`config.mk`:
```
export PLATFORM = sky130hd
export DESIGN_NAME = du_pipe_reg_way0
export DESIGN_NICKNAME = d
export VERILOG_FILES = /design/src/rtl/du_pipe_reg_way0.sv
export SDC_FILE = /design/constraint.sdc
export NUM_CORES = 1
export LEC_CHECK = 0
export ABC_AREA = 1
export CORE_ASPECT_RATIO = 0.9
export CORE_UTILIZATION = 45
export CTS_BUF_LIST = sky130_fd_sc_hd__clkbuf_8 sky130_fd_sc_hd__clkbuf_16
export DETAILED_ROUTE_END_ITERATION = 16
export GPL_TIMING_DRIVEN = 0
export PLACE_DENSITY = 0.72
export SYNTH_ARGS = -nofsm -noshare
export SYNTH_HDL_FRONTEND = slang
export SYNTH_SLANG_ARGS = --single-unit
```
`constraint.sdc`:
```
create_clock -name clk -period 21.4 [get_ports clk]
set_input_delay 6.42 -clock clk [delete_from_list [all_inputs] [get_ports clk]]
set_output_delay 6.42 -clock clk [all_outputs]
set_load 0.05 [all_outputs]
```
`src/rtl/du_pipe_reg_way0.sv`:
```
// Decode-to-execute pipeline register for way 0.
// Two-entry skid FIFO; ready_o comes from registered state only.
module du_pipe_reg_way0 #(
   parameter int DATA_W = 64,
   parameter int DEPTH  = 2
) (
   input  logic              clk,
   input  logic              reset,
   input  logic              valid_i,
   output logic              ready_o,
   input  logic [4:0]        rdAddr_i,
   input  logic              rdWriteEnable_i,
   input  logic [6:0]        opCode_i,
   input  logic [2:0]        funct3_i,
   input  logic [6:0]        funct7_i,
   input  logic [5:0]        shamt_i,
   input  logic [1:0]        way0_pID_i,
   input  logic [DATA_W-1:0] rs1ReadData_i,
   input  logic [DATA_W-1:0] rs2ReadData_i,
   input  logic [DATA_W-1:0] imm_i,
   input  logic              jumpFlag_i,
   input  logic              ready_i,
   output logic              valid_o,
   output logic [4:0]        rdAddr_o,
   output logic              rdWriteEnable_o,
   output logic [6:0]        opCode_o,
   output logic [2:0]        funct3_o,
   output logic [6:0]        funct7_o,
   output logic [5:0]        shamt_o,
   output logic [1:0]        way0_pID_o,
   output logic [DATA_W-1:0] rs1ReadData_o,
   output logic [DATA_W-1:0] rs2ReadData_o,
   output logic [DATA_W-1:0] imm_o,
   output logic [1:0]        count_o
);

   localparam int PTR_W = $clog2(DEPTH);

   typedef struct packed {
      logic [4:0]        rd_addr;
      logic              rd_we;
      logic [6:0]        op_code;
      logic [2:0]        funct3;
      logic [6:0]        funct7;
      logic [5:0]        shamt;
      logic [1:0]        pid;
      logic [DATA_W-1:0] rs1;
      logic [DATA_W-1:0] rs2;
      logic [DATA_W-1:0] imm;
   } entry_t;

   typedef enum logic [1:0] {
      EMPTY = 2'd0,
      HALF  = 2'd1,
      FULL  = 2'd2
   } state_t;

   state_t           state, state_n;
   logic [PTR_W-1:0] wr_ptr, rd_ptr;
   entry_t           mem [DEPTH];
   entry_t           in_e, head;
   logic             push, pop;

   assign ready_o = (state != FULL);
   assign valid_o = (state != EMPTY);
   assign push    = valid_i && ready_o && !jumpFlag_i;
   assign pop     = valid_o && ready_i && !jumpFlag_i;

   assign in_e = '{
      rd_addr: rdAddr_i,
      rd_we:   rdWriteEnable_i,
      op_code: opCode_i,
      funct3:  funct3_i,
      funct7:  funct7_i,
      shamt:   shamt_i,
      pid:     way0_pID_i,
      rs1:     rs1ReadData_i,
      rs2:     rs2ReadData_i,
      imm:     imm_i
   };

   always_comb begin
      state_n = state;
      if (jumpFlag_i) begin
         state_n = EMPTY;
      end else begin
         unique case (state)
            EMPTY: if (push) state_n = HALF;
            HALF: begin
               if (push && !pop)      state_n = FULL;
               else if (pop && !push) state_n = EMPTY;
            end
            FULL:    if (pop) state_n = HALF;
            default: state_n = EMPTY;
         endcase
      end
   end

   always_comb begin
      count_o = 2'd0;
      unique case (state)
         EMPTY:   count_o = 2'd0;
         HALF:    count_o = 2'd1;
         FULL:    count_o = 2'd2;
         default: count_o = 2'd0;
      endcase
   end

   always_ff @(posedge clk or posedge reset) begin
      if (reset) begin
         state  <= EMPTY;
         wr_ptr <= '0;
         rd_ptr <= '0;
      end else begin
         state <= state_n;
         // A flush realigns both pointers so the next push lands in entry 0.
         if (jumpFlag_i) begin
            wr_ptr <= '0;
            rd_ptr <= '0;
         end else begin
            if (push) wr_ptr <= wr_ptr + PTR_W'(1);
            if (pop)  rd_ptr <= rd_ptr + PTR_W'(1);
         end
      end
   end

   always_ff @(posedge clk or posedge reset) begin
      if (reset) begin
         for (int i = 0; i < DEPTH; i++) mem[i] <= '0;
      end else if (push) begin
         mem[wr_ptr] <= in_e;
      end
   end

   assign head            = mem[rd_ptr];
   assign rdAddr_o        = head.rd_addr;
   assign rdWriteEnable_o = head.rd_we;
   assign opCode_o        = head.op_code;
   assign funct3_o        = head.funct3;
   assign funct7_o        = head.funct7;
   assign shamt_o         = head.shamt;
   assign way0_pID_o      = head.pid;
   assign rs1ReadData_o   = head.rs1;
   assign rs2ReadData_o   = head.rs2;
   assign imm_o           = head.imm;

endmodule
```
After elaboration in Yosys (flattened, before gate mapping)
Cells that the tools add are included.
{"block": "word_totals", "inputBits": 228, "register_bits": 450}
{"block": "op_classes", "bitwise_logic": 2, "eq_ne": 6, "reduce_logical": 15, "order_cmp": 3, "mux": 17, "n_addsub": 2}
{"op": "223-bit 2-to-1 mux", "count": 4}
{"op": "446-bit bitwise mux", "count": 1}
{"op": "223-bit demux with 1-bit select", "count": 1}
{"op": "2-bit 2-to-1 mux", "count": 5}
{"op": "1-bit logical AND", "count": 7}
{"op": "3-bit inequality test (second input constant)", "count": 2}
{"op": "2-bit case mux with 3 select lines", "count": 1}
{"op": "2-bit nonzero test", "count": 3}
{"op": "2-bit greater-or-equal comparator (second input constant)", "count": 2}
{"op": "1-bit 2-to-1 mux", "count": 4}
{"op": "4-bit inequality test (second input constant)", "count": 1}
{"op": "1-bit NOT with 2-bit output", "count": 2}
{"op": "2-bit case mux with 2 select lines", "count": 1}
{"op": "1-bit zero test", "count": 3}
{"op": "3-bit AND reduction", "count": 1}
{"op": "1-bit adder (second input constant)", "count": 2}
{"op": "2-bit by 1-bit == test with 1-bit output (second input constant)", "count": 1}
{"op": "2-bit == test (second input constant)", "count": 1}
{"op": "2-bit zero test", "count": 1}
{"op": "2-bit by 1-bit less-than comparator with 1-bit output (second input constant)", "count": 1}
{"op": "2-bit inequality test (second input constant)", "count": 1}

Depth between registers and ports, before layout
Gate-level depths: netlist of the first run.
{"block": "depth", "ltp_word": 9, "depth_mapped": 9}

Worst setup path before layout of the first run
Ideal clock, no wire load.
{"block": "synth_timing", "kind": "flip-flop to output port", "from": "register rd_ptr", "to": "output imm_o[57]", "path_stages_with_launch": 7, "t_arrival_ns": 1.329, "path_slack_ns": 13.651, "path_buffers": 3, "path_cell_list": "dfrtp_1 buf_2 inv_2 buf_2 buf_2 nand2_1 nand2_1"}
{"block": "synth_between", "elab_chain_len": 4}
{"item": "from (decl)", "line_no": "59", "rtl": "logic [PTR_W-1:0] wr_ptr, rd_ptr;"}
{"item": "from (signal assigned)", "line_no": "122", "rtl": "if (pop) rd_ptr <= rd_ptr + PTR_W'(1);"}
{"item": "1-bit NOT with 2-bit output (not written as such)", "line_no": "135", "rtl": "assign head = mem[rd_ptr];"}
{"item": "223-bit 2-to-1 mux (not written as such) (3 in a row)", "line_no": "135"}
{"item": "to (decl)", "line_no": "33", "rtl": "output logic [DATA_W-1:0] imm_o,"}
No other way between the ends. The select of a mux whose other input is x is not followed.

Worst setup path in the final report of the first run
{"block": "layout_timing", "from": "register rd_ptr", "to": "output rs1ReadData_o[7]"}
{"block": "layout_between", "elab_chain_len": 4}
{"item": "1-bit NOT with 2-bit output (not written as such)", "line_no": "135"}
{"item": "223-bit 2-to-1 mux (not written as such) (3 in a row)", "line_no": "135"}
{"item": "to (decl)", "line_no": "31", "rtl": "output logic [DATA_W-1:0] rs1ReadData_o,"}
No other way between the ends. The select of a mux whose other input is x is not followed.

==> metrics.txt, run 1 <==
status=complete, no violations; Worst Clk Skew=about 0.018 ns; most frequent cells in the layout=nand2_1, clkdlybuf4s50_1, dfrtp_1; buffer count from post-CTS setup fixing=0; number of H-tree levels=2; Max-Cap Viols=0; share of layout cells above drive strength 1=between 10% and 20%; Clock Path Buffers=3; total die area=~46000 um2; Final ANT Viol Nets=0; post-route cell area=about 27000 um2; Post-CTS Resized=0; CTS tree=built; critical path class=flip-flop to output port; Yosys reg bits=between 400 and 500; largest net degree at the start of global routing=~140; RD Place Congestion=about 0.86; Final Slew Violations=0; Fmax=104.4 MHz; hold buffers post-CTS=0; DP Area=25810 um2; synth warn=0; worst r2r src=state[0]; Clock transition at path regs=0.06 ns; commonest non-fill, non-tap cell in the layout=nand2_1; Worst-Skew Late Latency=0.58 ns; Post-route DRC=0; die width=between 200 and 250 um; fillers=between 3k and 4k; Startpoint Class=flip-flop; syn nets=about 2.6k; unrepaired setup endpoints after global routing=no; GRT overflow=0; hold_sp=mem[245]; DRT Pass-1 Iters=5; crit path launch=rd_ptr; PwrDens=approximately 120 nW/um2; Mapped Area=between 20000 and 25000 um2; LEAKAGE=~14 nW; Final period util=around 45%; Mapped Cells=~2.4k; number of port buffers=approximately 450; Slew @ Worst Pin=~0.73 ns; hpwl dp=around 48 mm; critical path arrival=approximately 3.2 ns; Hold WS=between 0.4 and 0.5 ns; vias in the first global route=roughly 18k; Site Rows=73; fin nets=roughly 3.1k; total wire length=between 60 and 70 mm; Setup crit end kind=output port; Avg WL per Cell=between 15 and 20 um; Distinct cells, synth=21; die height=a little over 200 um; vias per inst=between 5 and 6; Rel. slew slack=between 50 and 60%; Layout area overhead=33.64%; Setup violations, final=0; CP required=14.98 ns; maximum vdd drop=79.86 uV; Final min period=~9.6 ns; post-synthesis sequential area ratio=55.12%; crit-path max FO=10; worst hold path type=flip-flop to flip-flop; CTS sink cnt=450; Syn Area/Cell=8.462 um2; drt initial violations=about 1.3k; total I/O pin count=455; routed vias=roughly 18k; initial antenna violation count=15; Core Area=between 40000 and 50000 um2; Hold Vio Cnt, Final=0; global-route wire length before repair=between 100 and 150 mm; root buf cell=clkbuf_16; Starting Density=around 46%; GRT Util Overall=29.37%; Num CTS Buffers=47
worst max-delay path, stage by stage (launching register included):
cell,delay [ns]
dfrtp_1,0.31
buf_2,0.25
buf_2,0.46
clkbuf_1,0.46
nand2_1,0.13
nand2_1,0.16
clkdlybuf4s50_1,0.82
cells in the mapped netlist:
| cell | count | area [um2] |
|---|---|---|
| nand3_1 | 3 | 15.01 |
| o21ai_0 | 12 | 60.06 |
| nor2_1 | 3 | 11.26 |
| dfrtp_1 | 450 | 11260 |
| buf_4 | 12 | 90.09 |
| nand2_4 | 2 | 22.52 |
| o21ai_2 | 148 | 1296 |
| buf_2 | 34 | 170.2 |
| inv_4 | 1 | 6.260 |
| a21oi_1 | 2 | 10.01 |
| nand3_4 | 1 | 17.52 |
| clkinv_2 | 1 | 5.000 |
| clkbuf_1 | 24 | 90.09 |
| nand3b_4 | 1 | 20.02 |
| inv_1 | 230 | 863.3 |
| nand2_1 | 1121 | 4208 |
| nand4_1 | 1 | 6.260 |
| o21ai_1 | 289 | 1446 |
| buf_6 | 71 | 799.5 |
| buf_1 | 6 | 22.52 |
| inv_2 | 2 | 7.510 |
final cells by class:
type / count / area (um2) / share of cell area, %
Antenna cell: 9 / 22.52 / 0.08250
Clock buffer: 61 / 1391 / 5.096
Clock inverter: 17 / 72.57 / 0.2658
Tap cell: 600 / 750.7 / 2.750
Sequential cell: 450 / 11260 / 41.25
Inverter: 234 / 889.6 / 3.259
Buffer: 147 / 1172 / 4.294
Multi-Input combinational cell: 1583 / 7113 / 26.06
Timing Repair Buffer: 457 / 4627 / 16.95
per-layer routing:
metal	track usage [%]	vias up	part of all wire [%]
met5	0.2151	-	0.15
met4	10.79	14	3.4
met3	7.921	135	8.3
met2	48.27	600	48
met1	37.07	8814	40
li1	-	8466	-
cell families (layout without fill, tap and decap cells):
| family | count (synthesis) | count (layout) | share of synthesized area [%] |
|---|---|---|---|
| and+or+nand+nor | 1132 | 1132 | 21.05 |
| other | 0 | 9 | 0 |
| DFF | 450 | 450 | 55.12 |
| buffers and inverters | 381 | 916 | 10.06 |
| AOI/OAI and AO/OA | 451 | 451 | 13.77 |
registers in the layout (all words and copies together), names as in the netlist:
name and cells:
state 2, mem 446, rd_ptr 1, wr_ptr 1
metrics by stage:
step | worst slack, ns | setup TNS [ns] | power [mW] | std cells | util [%]
after global placement | -2.433 | -1072.69 | 2.485 | 3468 | 57.83
after global routing | 11.60 | 0 | 3.457 | 3553 | 61.35
final | 11.82 | 0 | 3.292 | 3558 | 61.37
after CTS | 11.74 | 0 | 3.307 | 3549 | 61.32
after detailed placement | 12.36 | 0 | 2.518 | 3471 | 58.03
after floorplan | 2.438 | 0 | 2.082 | 2414 | -
power breakdown:
part	switching (mW)	leakage, nW	internal, mW	total (mW)
logic	0.862	7.52	0.437	1.30
clock network	0.333	0.770	0.451	0.784
registers	0.125	5.62	1.08	1.21
path summary, 6_finish.rpt:
kind,to,slack (ns),cells past startpoint
worst max-delay path,rs1ReadData_o[7],11.82,6
worst min-delay path,mem[245],0.48,2
worst max register to register,mem[217],19.78,9
worst min register to register,mem[245],0.48,2
max in group asynchronous,mem[216],13.51,4
min in group asynchronous,mem[240],6.33,2
Note: power is estimated with default switching activity, not from simulation.
==> inputs of run 2 (changes only) <==
Settings changed: PLACE_DENSITY 0.72 to 0.74.
Clock period 21.4 ns to 8.55 ns, I/O delays scaled along.
==> metrics.txt, run 2 (synthesis gave the netlist of run 1 again) <==
PwrDens=about 300 nW/um2; fin nets=about 3.2k; critical path class=flip-flop to output port; Rel. slew slack=47.41%; CTS tree=built; die height=about 200 um; Hold Vio Cnt, Final=0; Slew @ Worst Pin=0.7872 ns; Startpoint Class=flip-flop; Final min period=approximately 5.7 ns; total die area=roughly 46000 um2; worst path cell trace=buf_2 -> buf_2 -> clkbuf_1 -> nand2_1 -> nand2_1 -> clkdlybuf4s50_1; vias per inst=approximately 5.1; buffer count from post-CTS setup fixing=0; DP Area=25950 um2; largest net degree at the start of global routing=44; share of layout cells above drive strength 1=11.98%; Avg WL per Cell=18.66 um; Worst Clk Skew=~0.012 ns; worst r2r src=state[0]; largest registers=mem: 446 flops, state: 2 flops; Tot Pwr=between 8 and 9 mW; GRT Util Overall=29.08%; Max-Cap Viols=0; status=complete, no violations; RD Place Congestion=0.8765; Post-CTS Resized=0; Num CTS Buffers=48; die width=roughly 230 um; drt initial violations=1456; CP required=between 5 and 6 ns; Final Slew Violations=0; global-route wire length before repair=102.4 mm; CTS sink cnt=450; maximum vdd drop=between 150 and 200 uV; Hold WS=~0.48 ns; Layout area overhead=34.47%; number of H-tree levels=2; root buf cell=clkbuf_16; unrepaired setup endpoints after global routing=no; Site Rows=73; Biggest register=mem; setup ws final=approximately 2.8 ns; Starting Density=a little under half; CP peak stage delay=0.87 ns; total wire length=66.64 mm; Fmax=173.9 MHz; Setup crit end kind=output port; Final ANT Viol Nets=0; hold path cells=2; number of port buffers=approximately 450; hold buffers post-CTS=0; critical path arrival=between 3 and 4 ns; slowest cell on the critical path=clkdlybuf4s50_1; routed vias=~18k; Core Area=44480 um2; hpwl dp=48.62 mm; Final period util=about 67%; LEAKAGE=approximately 14 nW; Cell Count, Final, Fillers Out=~3.6k; pre-CTS setup slack=~3.4 ns; max FFs per register=between 400 and 500; initial antenna violation count=14; commonest non-fill, non-tap cell in the layout=nand2_1; total I/O pin count=around 460; crit-path max FO=10; most frequent cells in the layout=nand2_1, clkdlybuf4s50_1, dfrtp_1; setup slack, reg-to-reg=between 6 and 7 ns; Setup violations, final=0; vias in the first global route=~18k; Worst Hold End=mem[245]; Placed Instances=approximately 3.5k; Clock transition at path regs=0.06 ns; Clock Path Buffers=3; DRT Pass-1 Iters=7; Worst Reg2Reg Path Length in Cells=9; Worst-Skew Late Latency=about 0.58 ns; worst hold path type=flip-flop to flip-flop; Post-route DRC=0; worst r2r dst=mem[218]; GRT overflow=0; post-route cell area=27470 um2; hold_sp=mem[245]
## run 2: area by class of cell
type	count	area, um2
Clock inverter	22	95.09
Buffer	147	1172
Tap cell	600	750.7
Timing Repair Buffer	465	4765
Multi-Input combinational cell	1583	7113
Clock buffer	62	1405
Sequential cell	450	11260
Antenna cell	9	22.52
Fill cell	3795	17010
Inverter	234	885.9
## run 2: how the worst max path moves through the flow
stage                              to   start  slack (ns)  cells after the start
finish                    funct3_o[2]  rd_ptr        2.80                      6
global route        rs1ReadData_o[57]  rd_ptr        2.68                      6
global placement              mem[70]   reset       -2.78                      2
detailed placement  rs1ReadData_o[57]  rd_ptr        3.42                      6
floorplan                      mem[0]   reset       -0.10                      1
CTS                 rs1ReadData_o[57]  rd_ptr        2.79                      6
## run 2: power breakdown
| group | leakage (nW) | switching [mW] | internal, mW | total [mW] |
|---|---|---|---|---|
| combinational | 7.58 | 2.16 | 1.10 | 3.26 |
| sequential | 5.62 | 0.312 | 2.71 | 3.03 |
| clock | 0.799 | 0.839 | 1.14 | 1.98 |
| total | 14.0 | 3.31 | 4.96 | 8.26 |
## run 2: critical path, delay by kind of cell, from the launching register on
kind                   cells  cell delay (ns)
and+or+nand+nor            2             0.24
buffers and inverters      4             2.05
DFF                        1             0.31
## run 2: stage by stage
stage / util, % / setup TNS [ns]
detailed placement: 58.33 / 0
global placement: 57.84 / -1225.11
global route: 61.74 / 0
floorplan: - / -45.05
finish: 61.76 / 0
CTS: 61.71 / 0
## run 2: routing by layer
metal	vias up	share of wire, %	GRT usage (%)
li1	8510	-	-
met1	8809	41	37.72
met2	686	48	47.39
met3	121	8.2	6.958
met4	8	3.0	10.52
met5	-	0.086	0
==> inputs of run 3 (changes only) <==
Settings changed: PLACE_DENSITY 0.74 to 0.72.
Clock period 8.55 ns to 5.7 ns, I/O delays scaled along.
==> metrics.txt, run 3 (synthesis gave the netlist of run 1 again) <==
status=complete, no violations; Setup violations, final=0; Worst-Skew Late Latency=0.58 ns; maximum vdd drop=297.6 uV; fillers=3806; Cell Count, Final, Fillers Out=~3.6k; die height=204.1 um; Final Slew Violations=0; total I/O pin count=approximately 460; Biggest register=mem; setup slack, reg-to-reg=between 4 and 5 ns; Clock transition at path regs=0.06 ns; share of layout cells above drive strength 1=about an eighth; Final Util=around three fifths; most frequent cells in the layout=nand2_1, clkdlybuf4s50_1, dfrtp_1; largest registers=mem: 446 flops, state: 2 flops; total wire length=67.69 mm; global-route wire length before repair=104.6 mm; routed vias=between 15k and 20k; switching power total=approximately 5.0 mW; Hold WS=0.4788 ns; Hold Vio Cnt, Final=0; Worst Clk Skew=roughly 0.014 ns; largest net degree at the start of global routing=44; commonest non-fill, non-tap cell in the layout=nand2_1; Worst setup endpoint=rs1ReadData_o[6]; die width=roughly 230 um; DP Area=between 20000 and 30000 um2; Max-Cap Viols=0; sequential power share=~36%; Placed Instances=3479; Clk pwr share=25.0%; Final period util=between 80% and 90%; Site Rows=73; Worst Reg2Reg Path Length in Cells=9; fin nets=around 3.2k; Switching Share=between 30% and 40%; number of H-tree levels=2; Num CTS Buffers=48; Avg WL per Cell=18.94 um; hold buffers post-CTS=0; unrepaired setup endpoints after global routing=no; post-route cell area=27560 um2; Setup crit end kind=output port; GRT overflow=0; CP required=3.99 ns; Clock Path Buffers=3; Startpoint Class=flip-flop; Logic pwr share=~40%; buffer count from post-CTS setup fixing=0; root buf cell=clkbuf_16; RD Place Congestion=approximately 0.87; P_int=roughly 7.6 mW; number of port buffers=around 450; drt initial violations=1408; worst r2r dst=mem[206]; critical path class=flip-flop to output port; Rel. slew slack=53.73%; Layout area overhead=34.92%; total die area=between 40000 and 50000 um2; critical path arrival=between 3 and 4 ns; CTS sink cnt=450; Final min period=approximately 4.8 ns; vias per inst=between 5 and 6; worst hold path type=flip-flop to flip-flop; crit-path max FO=10; Starting Density=about 46%; CTS tree=built; Fmax=around 210 MHz; max FFs per register=between 400 and 500; GRT Util Overall=29.74%; PwrDens=about 460 nW/um2; Core Area=44480 um2; hpwl dp=49.33 mm; initial antenna violation count=14; Slew @ Worst Pin=~0.69 ns; Tot Pwr=12.58 mW; crit path launch=rd_ptr; worst r2r src=state[0]; Post-CTS Resized=0; Final ANT Viol Nets=0; DRT Pass-1 Iters=5; vias in the first global route=18.50k; LEAKAGE=~14 nW; Post-route DRC=0
run 3: cell count changes in the layout (fill, tap and decap cells not counted):
cell        change
bufinv_16       +3
clkbuf_8        +1
clkinv_2        +2
clkinvlp_4      -1
inv_1           -4
run 3: power groups by stage:
stage               clock, mW  sequential (mW)  combinational (mW)
global route             3.31             4.64                5.24
global placement            0             4.54                4.79
floorplan                   0             4.47                3.35
finish                   3.15             4.54                4.89
detailed placement          0             4.57                4.89
CTS                      3.19             4.53                4.92
run 3: metal layers:
layer,global-route usage [%],vias up,part of all wire [%]
li1,-,8487,-
met1,38.26,8934,41
met2,47.91,629,48
met3,7.274,148,7.4
met4,12.52,10,3.7
met5,0,-,0.10
run 3: worst max-delay path, stage by stage, from the launching register on:
cell	delay, ns
dfrtp_1	0.31
buf_2	0.24
buf_2	0.41
clkbuf_1	0.46
nand2_1	0.13
nand2_1	0.13
clkdlybuf4s50_1	0.85
run 3: cell type report:
| cell class | count | area (um2) | area share, % |
|---|---|---|---|
| inverters | 234 | 885.9 | 3.214 |
| plain buffers | 147 | 1172 | 4.254 |
| multi-input cells | 1583 | 7113 | 25.81 |
| clock inverters | 22 | 172.7 | 0.6265 |
| diodes | 9 | 22.52 | 0.08171 |
| repair buffers | 465 | 4765 | 17.29 |
| well taps | 600 | 750.7 | 2.724 |
| flip-flops and latches | 450 | 11260 | 40.86 |
| clock buffers | 63 | 1419 | 5.148 |
run 3: worst min path at each step:
stage	start	endpoint	slack, ns	cells past startpoint
after floorplan	mem[223]	mem[223]	0.45	2
after global placement	mem[248]	mem[248]	0.46	2
after detailed placement	mem[435]	mem[435]	0.47	2
after CTS	mem[435]	mem[435]	0.48	2
after global routing	mem[258]	mem[258]	0.49	2
final	mem[265]	mem[265]	0.48	2
run 3: stage by stage:
step                setup WS [ns]  setup TNS [ns]
global placement           -4.809        -2137.09
CTS                        0.8170               0
finish                     0.8723               0
detailed placement          1.455               0
floorplan                  -2.095         -942.80
global route               0.7580               0
